[config.mk]
export PLATFORM = sky130hd
export DESIGN_NAME = alarm_bank
export DESIGN_NICKNAME = d
export VERILOG_FILES = /design/src/rtl/alarm_bank.sv
export SDC_FILE = /design/constraint.sdc
export NUM_CORES = 1
export LEC_CHECK = 0
export CORE_MARGIN = 2
export CORE_UTILIZATION = 55
export DETAILED_ROUTE_END_ITERATION = 10
export PLACE_DENSITY = 0.88
export SETUP_SLACK_MARGIN = 0.2
export SLEW_MARGIN = 15
export SYNTH_ARGS = -nofsm -noshare
export SYNTH_HDL_FRONTEND = slang
export SYNTH_SLANG_ARGS = --single-unit
[constraint.sdc]
create_clock -name clk -period 3.05 [get_ports clk]
set_input_delay 0.915 -clock clk [delete_from_list [all_inputs] [get_ports clk]]
set_output_delay 0.915 -clock clk [all_outputs]
set_load 0.02 [all_outputs]
[src/rtl/alarm_bank.sv]
// Multi-channel alarm engine: per-channel arm/ring/snooze FSMs compared
// against the running time, with global snooze and dismiss.
module alarm_bank #(
   parameter int NUM_ALARMS   = 4,
   parameter int TIME_W       = 6,
   parameter int SNOOZE_SECS  = 300,
   parameter int RING_TIMEOUT = 60,
   parameter int MAX_SNOOZE   = 3,
   localparam int CNT_MAX     = (SNOOZE_SECS > RING_TIMEOUT) ?
                                SNOOZE_SECS : RING_TIMEOUT,
   localparam int CW          = $clog2(CNT_MAX + 1),
   localparam int SW          = (MAX_SNOOZE > 0) ?
                                $clog2(MAX_SNOOZE + 1) : 1,
   localparam int AW          = (NUM_ALARMS > 1) ?
                                $clog2(NUM_ALARMS) : 1
) (
   input  logic                         clk,
   input  logic                         reset,
   input  logic                         tick,
   input  logic [TIME_W-1:0]            hour_in,
   input  logic [TIME_W-1:0]            min_in,
   input  logic [TIME_W-1:0]            sec_in,
   input  logic [NUM_ALARMS*TIME_W-1:0] hour_ina,
   input  logic [NUM_ALARMS*TIME_W-1:0] minute_ina,
   input  logic [NUM_ALARMS-1:0]        alarm_enable,
   input  logic                         snooze,
   input  logic                         dismiss,
   output logic                         alarm,
   output logic [NUM_ALARMS-1:0]        ring_vec,
   output logic [NUM_ALARMS-1:0]        snooze_vec,
   output logic [NUM_ALARMS-1:0]        set,
   output logic [AW-1:0]                active_id
);

   localparam logic [1:0] ST_DIS  = 2'd0;
   localparam logic [1:0] ST_ARM  = 2'd1;
   localparam logic [1:0] ST_RING = 2'd2;
   localparam logic [1:0] ST_SNZ  = 2'd3;

   logic [1:0]          state_q [NUM_ALARMS];
   logic [1:0]          state_d [NUM_ALARMS];
   logic [CW-1:0]       cnt_q   [NUM_ALARMS];
   logic [CW-1:0]       cnt_d   [NUM_ALARMS];
   logic [SW-1:0]       scnt_q  [NUM_ALARMS];
   logic [SW-1:0]       scnt_d  [NUM_ALARMS];
   logic [NUM_ALARMS-1:0] ring_d;
   logic [NUM_ALARMS-1:0] snz_d;
   logic [AW-1:0]       active_d;
   logic                hit;

   always_comb begin
      ring_d = '0;
      snz_d  = '0;
      hit    = 1'b0;
      for (int i = 0; i < NUM_ALARMS; i++) begin
         state_d[i] = state_q[i];
         cnt_d[i]   = cnt_q[i];
         scnt_d[i]  = scnt_q[i];
         hit = tick && (sec_in == '0) &&
               (hour_in == hour_ina[i*TIME_W +: TIME_W]) &&
               (min_in == minute_ina[i*TIME_W +: TIME_W]);
         // Disable overrides every other request on this channel
         if (!alarm_enable[i]) begin
            state_d[i] = ST_DIS;
            cnt_d[i]   = '0;
            scnt_d[i]  = '0;
         end else begin
            unique case (state_q[i])
               ST_DIS: state_d[i] = ST_ARM;
               ST_ARM: begin
                  if (hit) begin
                     state_d[i] = ST_RING;
                     cnt_d[i]   = '0;
                     scnt_d[i]  = '0;
                  end
               end
               ST_RING: begin
                  if (dismiss) begin
                     state_d[i] = ST_ARM;
                     cnt_d[i]   = '0;
                  end else if (snooze && scnt_q[i] < SW'(MAX_SNOOZE)) begin
                     state_d[i] = ST_SNZ;
                     scnt_d[i]  = scnt_q[i] + SW'(1);
                     cnt_d[i]   = CW'(SNOOZE_SECS);
                  end else if (tick) begin
                     if (cnt_q[i] + CW'(1) == CW'(RING_TIMEOUT)) begin
                        state_d[i] = ST_ARM;
                        cnt_d[i]   = '0;
                     end else begin
                        cnt_d[i] = cnt_q[i] + CW'(1);
                     end
                  end
               end
               ST_SNZ: begin
                  if (dismiss) begin
                     state_d[i] = ST_ARM;
                     cnt_d[i]   = '0;
                  end else if (tick) begin
                     if (cnt_q[i] == CW'(1)) begin
                        state_d[i] = ST_RING;
                        cnt_d[i]   = '0;
                     end else begin
                        cnt_d[i] = cnt_q[i] - CW'(1);
                     end
                  end
               end
            endcase
         end
         ring_d[i] = (state_d[i] == ST_RING);
         snz_d[i]  = (state_d[i] == ST_SNZ);
      end
   end

   // Scan downward so the lowest ringing index wins
   always_comb begin
      active_d = '0;
      for (int i = NUM_ALARMS - 1; i >= 0; i--) begin
         if (ring_d[i]) active_d = AW'(i);
      end
   end

   always_ff @(posedge clk or posedge reset) begin
      if (reset) begin
         for (int i = 0; i < NUM_ALARMS; i++) begin
            state_q[i] <= ST_DIS;
            cnt_q[i]   <= '0;
            scnt_q[i]  <= '0;
         end
         alarm      <= 1'b0;
         ring_vec   <= '0;
         snooze_vec <= '0;
         set        <= '0;
         active_id  <= '0;
      end else begin
         for (int i = 0; i < NUM_ALARMS; i++) begin
            state_q[i] <= state_d[i];
            cnt_q[i]   <= cnt_d[i];
            scnt_q[i]  <= scnt_d[i];
         end
         alarm      <= |ring_d;
         ring_vec   <= ring_d;
         snooze_vec <= snz_d;
         set        <= alarm_enable;
         active_id  <= active_d;
      end
   end

endmodule

# [Word-level counts from Yosys, hierarchy flattened]
# Index checks and enable logic that the tools add are counted.
[classes] order_cmp=4 n_div=0 n_bitwise=0 muxes=104 n_mul=0 shifts=0 n_reduce_logical=27 n_eq_ne=64 n_addsub=12
[ops] op="2-to-1 mux 9 bit" n=36
[ops] op="2-to-1 mux 2 bit" n=56
[ops] op="case mux 9 bit (3 select lines)" n=4
[ops] op="== test 6 bit" n=8
[ops] op="adder 9 x 1 -> 9 bit (second input constant)" n=4
[ops] op="== test 9 x 1 -> 1 bit (second input constant)" n=4
[ops] op="== test 9 x 6 -> 1 bit (second input constant)" n=4
[ops] op="inequality test 3 bit (second input constant)" n=12
[ops] op="subtractor 9 x 1 -> 9 bit (second input constant)" n=4
[ops] op="== test 2 bit (second input constant)" n=16
[ops] op="case mux 2 bit (4 select lines)" n=4
[ops] op="AND reduction 4 bit" n=8
[ops] op="inequality test 5 bit (second input constant)" n=4
[ops] op="inequality test 4 x 1 -> 1 bit (second input constant)" n=4
[ops] op="inequality test 4 bit (second input constant)" n=4
[ops] op="case mux 2 bit (2 select lines)" n=4
[ops] op="logical AND 1 bit" n=13
[ops] op="inequality test 3 x 1 -> 1 bit (second input constant)" n=4
[ops] op="adder 2 x 1 -> 2 bit (second input constant)" n=4
[ops] op="== test 2 x 1 -> 1 bit (second input constant)" n=4
[ops] op="logical NOT 2 bit" n=4
[ops] op="less-than comparator 2 bit (second input constant)" n=4
[ops] op="logical NOT 6 bit" n=1
[ops] op="OR reduction 4 bit" n=1
[totals] in_bits=75 n_memories=0 wordCells=228 latch_bits=0 out_inout_bits=15 mem_bits_ro=0 ram_bits=0 reg_bits=67

# [Depth between registers and ports, before layout]
# Gate-level depths: netlist of the first run.
[logic_depth] ltp_word=13 ltp_mapped=10 depth_no_buf=9

# [Least setup slack after synthesis of the first run]
# Ideal clock, no wire load.
[synth_path] kind="in2reg" start="in min_in[0]" end="reg cnt_q[22] (netlist bit)" path_buffers=2 setup_slack_ns=0.297 setup_ns=0.066 t_arrival_ns=2.687 cell_stages=9 path_cell_list="clkbuf_1 -> xnor2_1 -> nand2_1 -> or4_4 -> a211oi_4 -> and2_1 -> buf_6 -> a21o_1 -> a22o_1"
[synth_via] elab_chain_cells=4
[synth_rtl] element="start: declaration" line="21" text="input logic [TIME_W-1:0] min_in,"
[synth_rtl] element="== test 6 bit" line="61" text="(min_in == minute_ina[i*TIME_W +: TIME_W]);"
[synth_rtl] element="logical AND 1 bit" line="60" text="(hour_in == hour_ina[i*TIME_W +: TIME_W]) &&"
[synth_rtl] element="inequality test 3 bit (no source line)"
[synth_rtl] element="AND reduction 4 bit (no source line)"
[synth_rtl] element="end signal: indexed assignment" line="137" text="cnt_q[i] <= cnt_d[i];"
[synth_rtl] element="end: declaration" line="42" text="logic [CW-1:0] cnt_q [NUM_ALARMS];"
# Every way passes these cells.
# A chain may end at the register's enable or synchronous reset.

# [Worst setup path after layout of the first run]
[layout_path] start="in hour_ina[18]" end="reg active_id[1]"
[layout_via] elab_chain_cells=11
[layout_rtl] element="start: declaration" line="23" text="input logic [NUM_ALARMS*TIME_W-1:0] hour_ina,"
[layout_rtl] element="== test 6 bit" line="60"
[layout_rtl] element="logical AND 1 bit" line="59" text="hit = tick && (sec_in == '0) &&"
[layout_rtl] element="logical AND 1 bit" line="60"
[layout_rtl] element="2-to-1 mux 2 bit" line="71" text="if (hit) begin"
[layout_rtl] element="case mux 2 bit (4 select lines)" line="68" text="unique case (state_q[i])"
[layout_rtl] element="2-to-1 mux 2 bit" line="63" text="if (!alarm_enable[i]) begin"
[layout_rtl] element="== test 2 bit" line="109" text="ring_d[i] = (state_d[i] == ST_RING);"
[layout_rtl] element="via ring_d[3]" line="46" text="logic [NUM_ALARMS-1:0] ring_d;"
[layout_rtl] element="2-to-1 mux 2 bit (4 in series)" line="118" text="if (ring_d[i]) active_d = AW'(i);"
[layout_rtl] element="via active_d[1]" line="48" text="logic [AW-1:0] active_d;"
[layout_rtl] element="end signal: assignment" line="144" text="active_id <= active_d;"
[layout_rtl] element="end: declaration" line="32" text="output logic [AW-1:0] active_id"
# The timed path passes the listed nets, and every way through them passes these cells.

==> results_dict.tcl, run 1 <==
set metrics [dict create \
    nets 938 \
    cp.required_ns 3.34 \
    path_clk_slew_ns 0.08 \
    synth_top_area_share 0.293 \
    p_total_mw 2.04 \
    crit_chain "clkdlybuf4s50_1, xnor2_1, nand4_1, o41ai_4, o211ai_1, a211oi_2, nor2_2, a211oi_2" \
    insertedDiodeCount 0 \
    vdd_drop_max_uv 215 \
    h-tree-depth 3 \
    finalCritPeriodShare 0.931 \
    max_freq_ghz 0.352 \
    dr.pass1.iters 6 \
    antenna_found_initial 0 \
    max_cap_viol_count 0 \
    grt_usage 0.312 \
    design.portCount 90 \
    syn_inst 693 \
    clk_latency_ns 0.36 \
    cp_max_fo 4 \
    critical_path.max_stage_delay_ns 0.53 \
    worst_path_max_delay_cell "o41ai_4" \
    synth_area_per_cell_um2 8.25 \
    clockRootBuffer "clkbuf_8" \
    postPlaceCellArea_um2 7170 \
    place.gp.congestion 0.993 \
    grt_pass1_wl_mm 28.1 \
    synth_top_area_cell "dfrtp_1" \
    dr.first_iter.drc_count 558 \
    num_rows 37 \
    drt_drc_violations_left 0 \
    grt_pass1_vias 5918 \
    dieHeight_um 106 \
    coreArea_um2 10200 \
    syn2layout_area_growth_pct 32.0 \
    start_kind "primary input" \
    grt_max_degree 29 \
    wl_per_cell_um 18.1 \
    clock-sinks 67 \
    cp.arrival_ns 3.12 \
    critPathTopFamily "compound AO/OA/AOI/OAI gates" \
    p_leak_nw 3.22 \
    ys_seq_elements 67 \
    ys_top_cells_by_area "dfrtp_1 (29%), xnor2_1 (7.2%), ha_1 (6.1%)" \
    worst_slew_pin_slew_ns 0.691 \
    fin_crit_ns 2.84 \
    synthArstFlopShare 1.00 \
    antenna_left 0 \
    io_buffers 89 \
    fin_worst_skew_ns 0.0114 \
    slew_headroom 0.538 \
    cpMostUsedCell "a211oi_2" \
    grt_overflow 0 \
    final_area_um2 7540 \
    syn_area_um2 5710 \
    via_count 6098 \
    synthesis.nets 796 \
    holdWs_ns 0.566 \
    synth_edf_count 0 \
    seq_area_frac_synth 0.293 \
    worst-path-buf-inv 1 \
    power.density_nw_per_um2 270 \
    setup-violations-final 0 \
    synth.most_common_cell "dfrtp_1" \
    finalWirelength_mm 17.7 \
    hpwl_mm 13.2 \
    cts_buffers 9 \
    hold_violations 0 \
    path_class "primary input to flop" \
    clockBufferDepth 2 \
    rsz0062_at_grt "yes" \
    cp-end-kind "flop" \
    cts_tree "built" \
    die_w_um 106 \
    ys_top_cells_by_count "dfrtp_1 (67), o21ai_0 (63), nand2_1 (49)" \
    routed_via_density 6.25 \
    min_path_type "flop to flop" \
    drive_above_1_share 0.155 \
    status "completed" \
    slew_viol_final 0 \
    synth-warning-count 0 \
    synth_ff_type "dfrtp_1" \
    initial_utilization 0.561 \
    netlist-cell-type-count 75 \
    die-area_um2 11200 \
]
## kinds of logic (layout without fill, tap and decap cells)
family / Yosys count / count (layout) / share of synthesized area
simple gates: 262 / 262 / 0.253
compound gates: 200 / 200 / 0.236
buf+inv: 74 / 221 / 0.0567
flops: 67 / 67 / 0.293
xor+xnor: 59 / 59 / 0.0944
fa+ha+maj: 28 / 28 / 0.0613
mux: 3 / 3 / 0.00526
## final timing paths
check                                       from                       to  slack (ns)  depth (start not counted)
max                                 hour_ina[18]   active_id[1]$_DFF_PP0_        0.21                          8
min                        scnt_q[1]$_DFFE_PP0P_    scnt_q[1]$_DFFE_PP0P_        0.57                          2
max reg2reg                cnt_q[28]$_DFFE_PP0P_  snooze_vec[0]$_DFF_PP0_        0.32                          8
min reg2reg                scnt_q[1]$_DFFE_PP0P_    scnt_q[1]$_DFFE_PP0P_        0.57                          2
max in group asynchronous                  reset    cnt_q[21]$_DFFE_PP0P_        1.53                          3
min in group asynchronous                  reset         set[3]$_DFF_PP0_        0.88                          2
## registers in the layout (all words and copies together) (netlist names)
signal / count
set: 4
ring_vec: 4
scnt_q: 8
snooze_vec: 4
alarm: 1
state_q: 8
cnt_q: 36
active_id: 2
## timing repair
| action | in CTS | in global routing |
|---|---|---|
| endpoints found under the hold margin | 0 | 0 |
| gates resized for setup | 17 | 30 |
| setup endpoints to repair | 27 | 33 |
| buffers inserted | 3 | 4 |
| pin swaps | 5 | 14 |
| hold buffers | 0 | 0 |
## cells in the final DEF, fill, tap and decap left out, types with 6 or more instances in the layout
cell / n
a31oi_1: 10
nor4_1: 12
o21ai_1: 8
buf_4: 68
clkdlybuf4s50_1: 68
ha_1: 28
xnor2_2: 8
nand2_1: 49
nand3_1: 21
dfrtp_1: 67
clkbuf_8: 10
xnor2_1: 42
nand2b_1: 24
and3_1: 8
nor2b_1: 25
inv_1: 38
nor3_1: 11
xor2_1: 9
a21oi_1: 39
o211ai_1: 6
nand4_1: 21
nor2_1: 47
a21o_1: 7
o22ai_1: 9
dlymetal6s2s_1: 15
o21ai_0: 58
## where the power goes
part / internal, mW / switching [mW]
clock network: 0.322 / 0.405
logic: 0.222 / 0.187
registers: 0.894 / 0.00745
total: 1.44 / 0.599
## layout make-up
| class | count | area [µm²] |
|---|---|---|
| Fill cell | 718 | 2640 |
| Inverter | 39 | 146 |
| Multi-Input combinational cell | 552 | 3800 |
| Clock inverter | 6 | 48.8 |
| Timing Repair Buffer | 166 | 1570 |
| Tap cell | 136 | 170 |
| Sequential cell | 67 | 1680 |
| Clock buffer | 10 | 138 |
## through the flow
step,TNS (ns),util,setup WS (ns),std cells
6_report,0,0.741,0.211,976
5_1_grt,0,0.741,0.112,976
4_1_cts,0,0.728,0.204,972
3_5_place_dp,-8.79,0.704,-0.291,953
3_3_place_gp,-5.08,0.704,-0.233,953
2_1_floorplan,0,-,0.297,693
## worst min-delay path, cell delays in order (launching register included)
cell and delay, ns:
dfrtp_1 0.40, inv_1 0.05, o21ai_0 0.07
## layer usage
layer	vias to the layer above	routed length [µm]	GRT usage
li1	2794	-	-
met1	2886	6810	0.384
met2	357	8770	0.530
met3	61	1510	0.0638
met4	0	573	0.134
met5	-	0	0
No activity file was read; power rests on OpenSTA's default activity.
==> inputs of run 2 (changes only) <==
--- a/config.mk
+++ b/config.mk
@@ -7,6 +7,7 @@
 export LEC_CHECK = 0
 export CORE_MARGIN = 2
 export CORE_UTILIZATION = 55
+export CTS_BUF_LIST = sky130_fd_sc_hd__clkbuf_16
 export DETAILED_ROUTE_END_ITERATION = 10
 export PLACE_DENSITY = 0.88
 export SETUP_SLACK_MARGIN = 0.2
==> run 2 against run 1 <==
Net effect:
- non-clock buffer count shrank 1
- critical endpoint is now active_id[0]$_DFF_PP0_
- count of clock-buffer cells in the layout decreased by 1
- die area stayed put
- largest cell class unchanged
- final cell count down 0.10%
- setup slack got worse by 0.0098 ns
- first-iteration DRC count is 0.36% higher
- wire length increased by 2.4%
==> results_dict.tcl, run 2 (synthesis results as in run 1) <==
set metrics [dict create \
    rsz0062_at_grt "no" \
    drt_drc_violations_left 0 \
    grt_pass1_wl_mm 28.6 \
    cp.required_ns 3.32 \
    worst_slew_pin_slew_ns 0.678 \
    coreArea_um2 10200 \
    nets 937 \
    finalWirelength_mm 18.1 \
    initial_utilization 0.561 \
    final_cell_mix "buf_4 (68), dfrtp_1 (67), clkdlybuf4s50_1 (66)" \
    num_rows 37 \
    grt_overflow 0 \
    biggestRegsByFlops "cnt_q (36), scnt_q (8), state_q (8)" \
    io_buffers 89 \
    holdWs_ns 0.551 \
    layout_setup_ws_ns 0.201 \
    clockRootBuffer "clkbuf_16" \
    path_class "primary input to flop" \
    slew_headroom 0.547 \
    grt_max_degree 29 \
    routed_via_density 6.30 \
    cp.arrival_ns 3.12 \
    setup-violations-final 0 \
    fin_worst_skew_ns 0.00969 \
    cp-end-kind "flop" \
    largest_register_ffs 36 \
    hold_violations 0 \
    power.density_nw_per_um2 302 \
    insertedDiodeCount 0 \
    p_total_mw 2.31 \
    fin_tns_setup_ns 0 \
    vdd_drop_max_uv 255 \
    dr.pass1.iters 7 \
    die-area_um2 11200 \
    max_cap_viol_count 0 \
    design.portCount 90 \
    syn2layout_area_growth_pct 33.5 \
    dieHeight_um 106 \
    clockBufferDepth 2 \
    fill_cells 693 \
    h-tree-depth 3 \
    start_kind "primary input" \
    hpwl_mm 13.2 \
    slew_viol_final 0 \
    cts_buffers 9 \
    p_leak_nw 3.25 \
    grt_pass1_vias 5975 \
    fin_crit_ns 2.85 \
    path_clk_slew_ns 0.06 \
    top_register "cnt_q" \
    antenna_left 0 \
    clock-sinks 67 \
    wl_per_cell_um 18.5 \
    drive_above_1_share 0.156 \
    cts_tree "built" \
    min_path_type "flop to flop" \
    antenna_found_initial 0 \
    status "completed" \
    via_count 6139 \
    max_freq_ghz 0.351 \
    finalCritPeriodShare 0.934 \
    grt_usage 0.317 \
    die_w_um 106 \
    dr.first_iter.drc_count 560 \
    clk_latency_ns 0.34 \
    place.gp.congestion 0.993 \
    final_common_cell "buf_4" \
    cp_max_fo 4 \
    pre_cts_ws_ns -0.291 \
]
[run 2: path summary, 6_finish.rpt]
path | from | end | slack, ns | depth (start not counted)
max reg2reg | cnt_q[28]$_DFFE_PP0P_ | snooze_vec[0]$_DFF_PP0_ | 0.35 | 8
max | min_in[3] | active_id[0]$_DFF_PP0_ | 0.20 | 9
min reg2reg | scnt_q[1]$_DFFE_PP0P_ | scnt_q[1]$_DFFE_PP0P_ | 0.55 | 2
min | scnt_q[1]$_DFFE_PP0P_ | scnt_q[1]$_DFFE_PP0P_ | 0.55 | 2
max in group asynchronous | reset | snooze_vec[0]$_DFF_PP0_ | 1.48 | 3
min in group asynchronous | reset | set[3]$_DFF_PP0_ | 0.91 | 2
[run 2: repair_timing]
item / in CTS / in global routing
gates cloned: 0 / 0
endpoints found under the setup margin: 29 / 34
pin swaps: 6 / 14
hold buffers: 0 / 0
buffers inserted: 3 / 3
gates resized for setup: 24 / 28
[run 2: layer usage]
metal / wire length (µm) / global-route usage / part of all wire / vias to the layer above
li1: - / - / - / 2799
met1: 6850 / 0.386 / 0.38 / 2896
met2: 9040 / 0.551 / 0.50 / 380
met3: 1560 / 0.0589 / 0.086 / 64
met4: 635 / 0.133 / 0.035 / 0
met5: 0 / 0 / 0 / -
[run 2: through the flow]
step | util | cell area [µm²] | instances
5_1_grt | 0.749 | 7630 | 975
6_report | 0.749 | 7630 | 975
2_1_floorplan | - | 5710 | 693
4_1_cts | 0.737 | 7510 | 972
3_3_place_gp | 0.704 | 7170 | 953
3_5_place_dp | 0.704 | 7170 | 953
[run 2: critical path, stage by stage]
cell	delay, ns
dlygate4sd2_1	0.30
xnor2_2	0.17
buf_4	0.15
nand4_1	0.20
o41ai_4	0.53
o211ai_1	0.21
a211oi_2	0.38
nand2b_1	0.14
a21oi_2	0.14
[run 2: power breakdown]
part / internal [mW] / leakage, nW / switching [mW] / total [mW]
Combinational: 0.221 / 2.20 / 0.188 / 0.409
Clock: 0.553 / 0.126 / 0.440 / 0.993
Sequential: 0.895 / 0.920 / 0.00750 / 0.903
Total: 1.67 / 3.25 / 0.636 / 2.31
[run 2: cell type report]
cell class | instances | area, µm² | area share
clock buffers | 9 | 225 | 0.0295
clock inverters | 7 | 52.6 | 0.00689
inverters | 39 | 146 | 0.0192
multi-input cells | 552 | 3810 | 0.500
flip-flops and latches | 67 | 1680 | 0.220
well taps | 136 | 170 | 0.0223
repair buffers | 165 | 1550 | 0.203
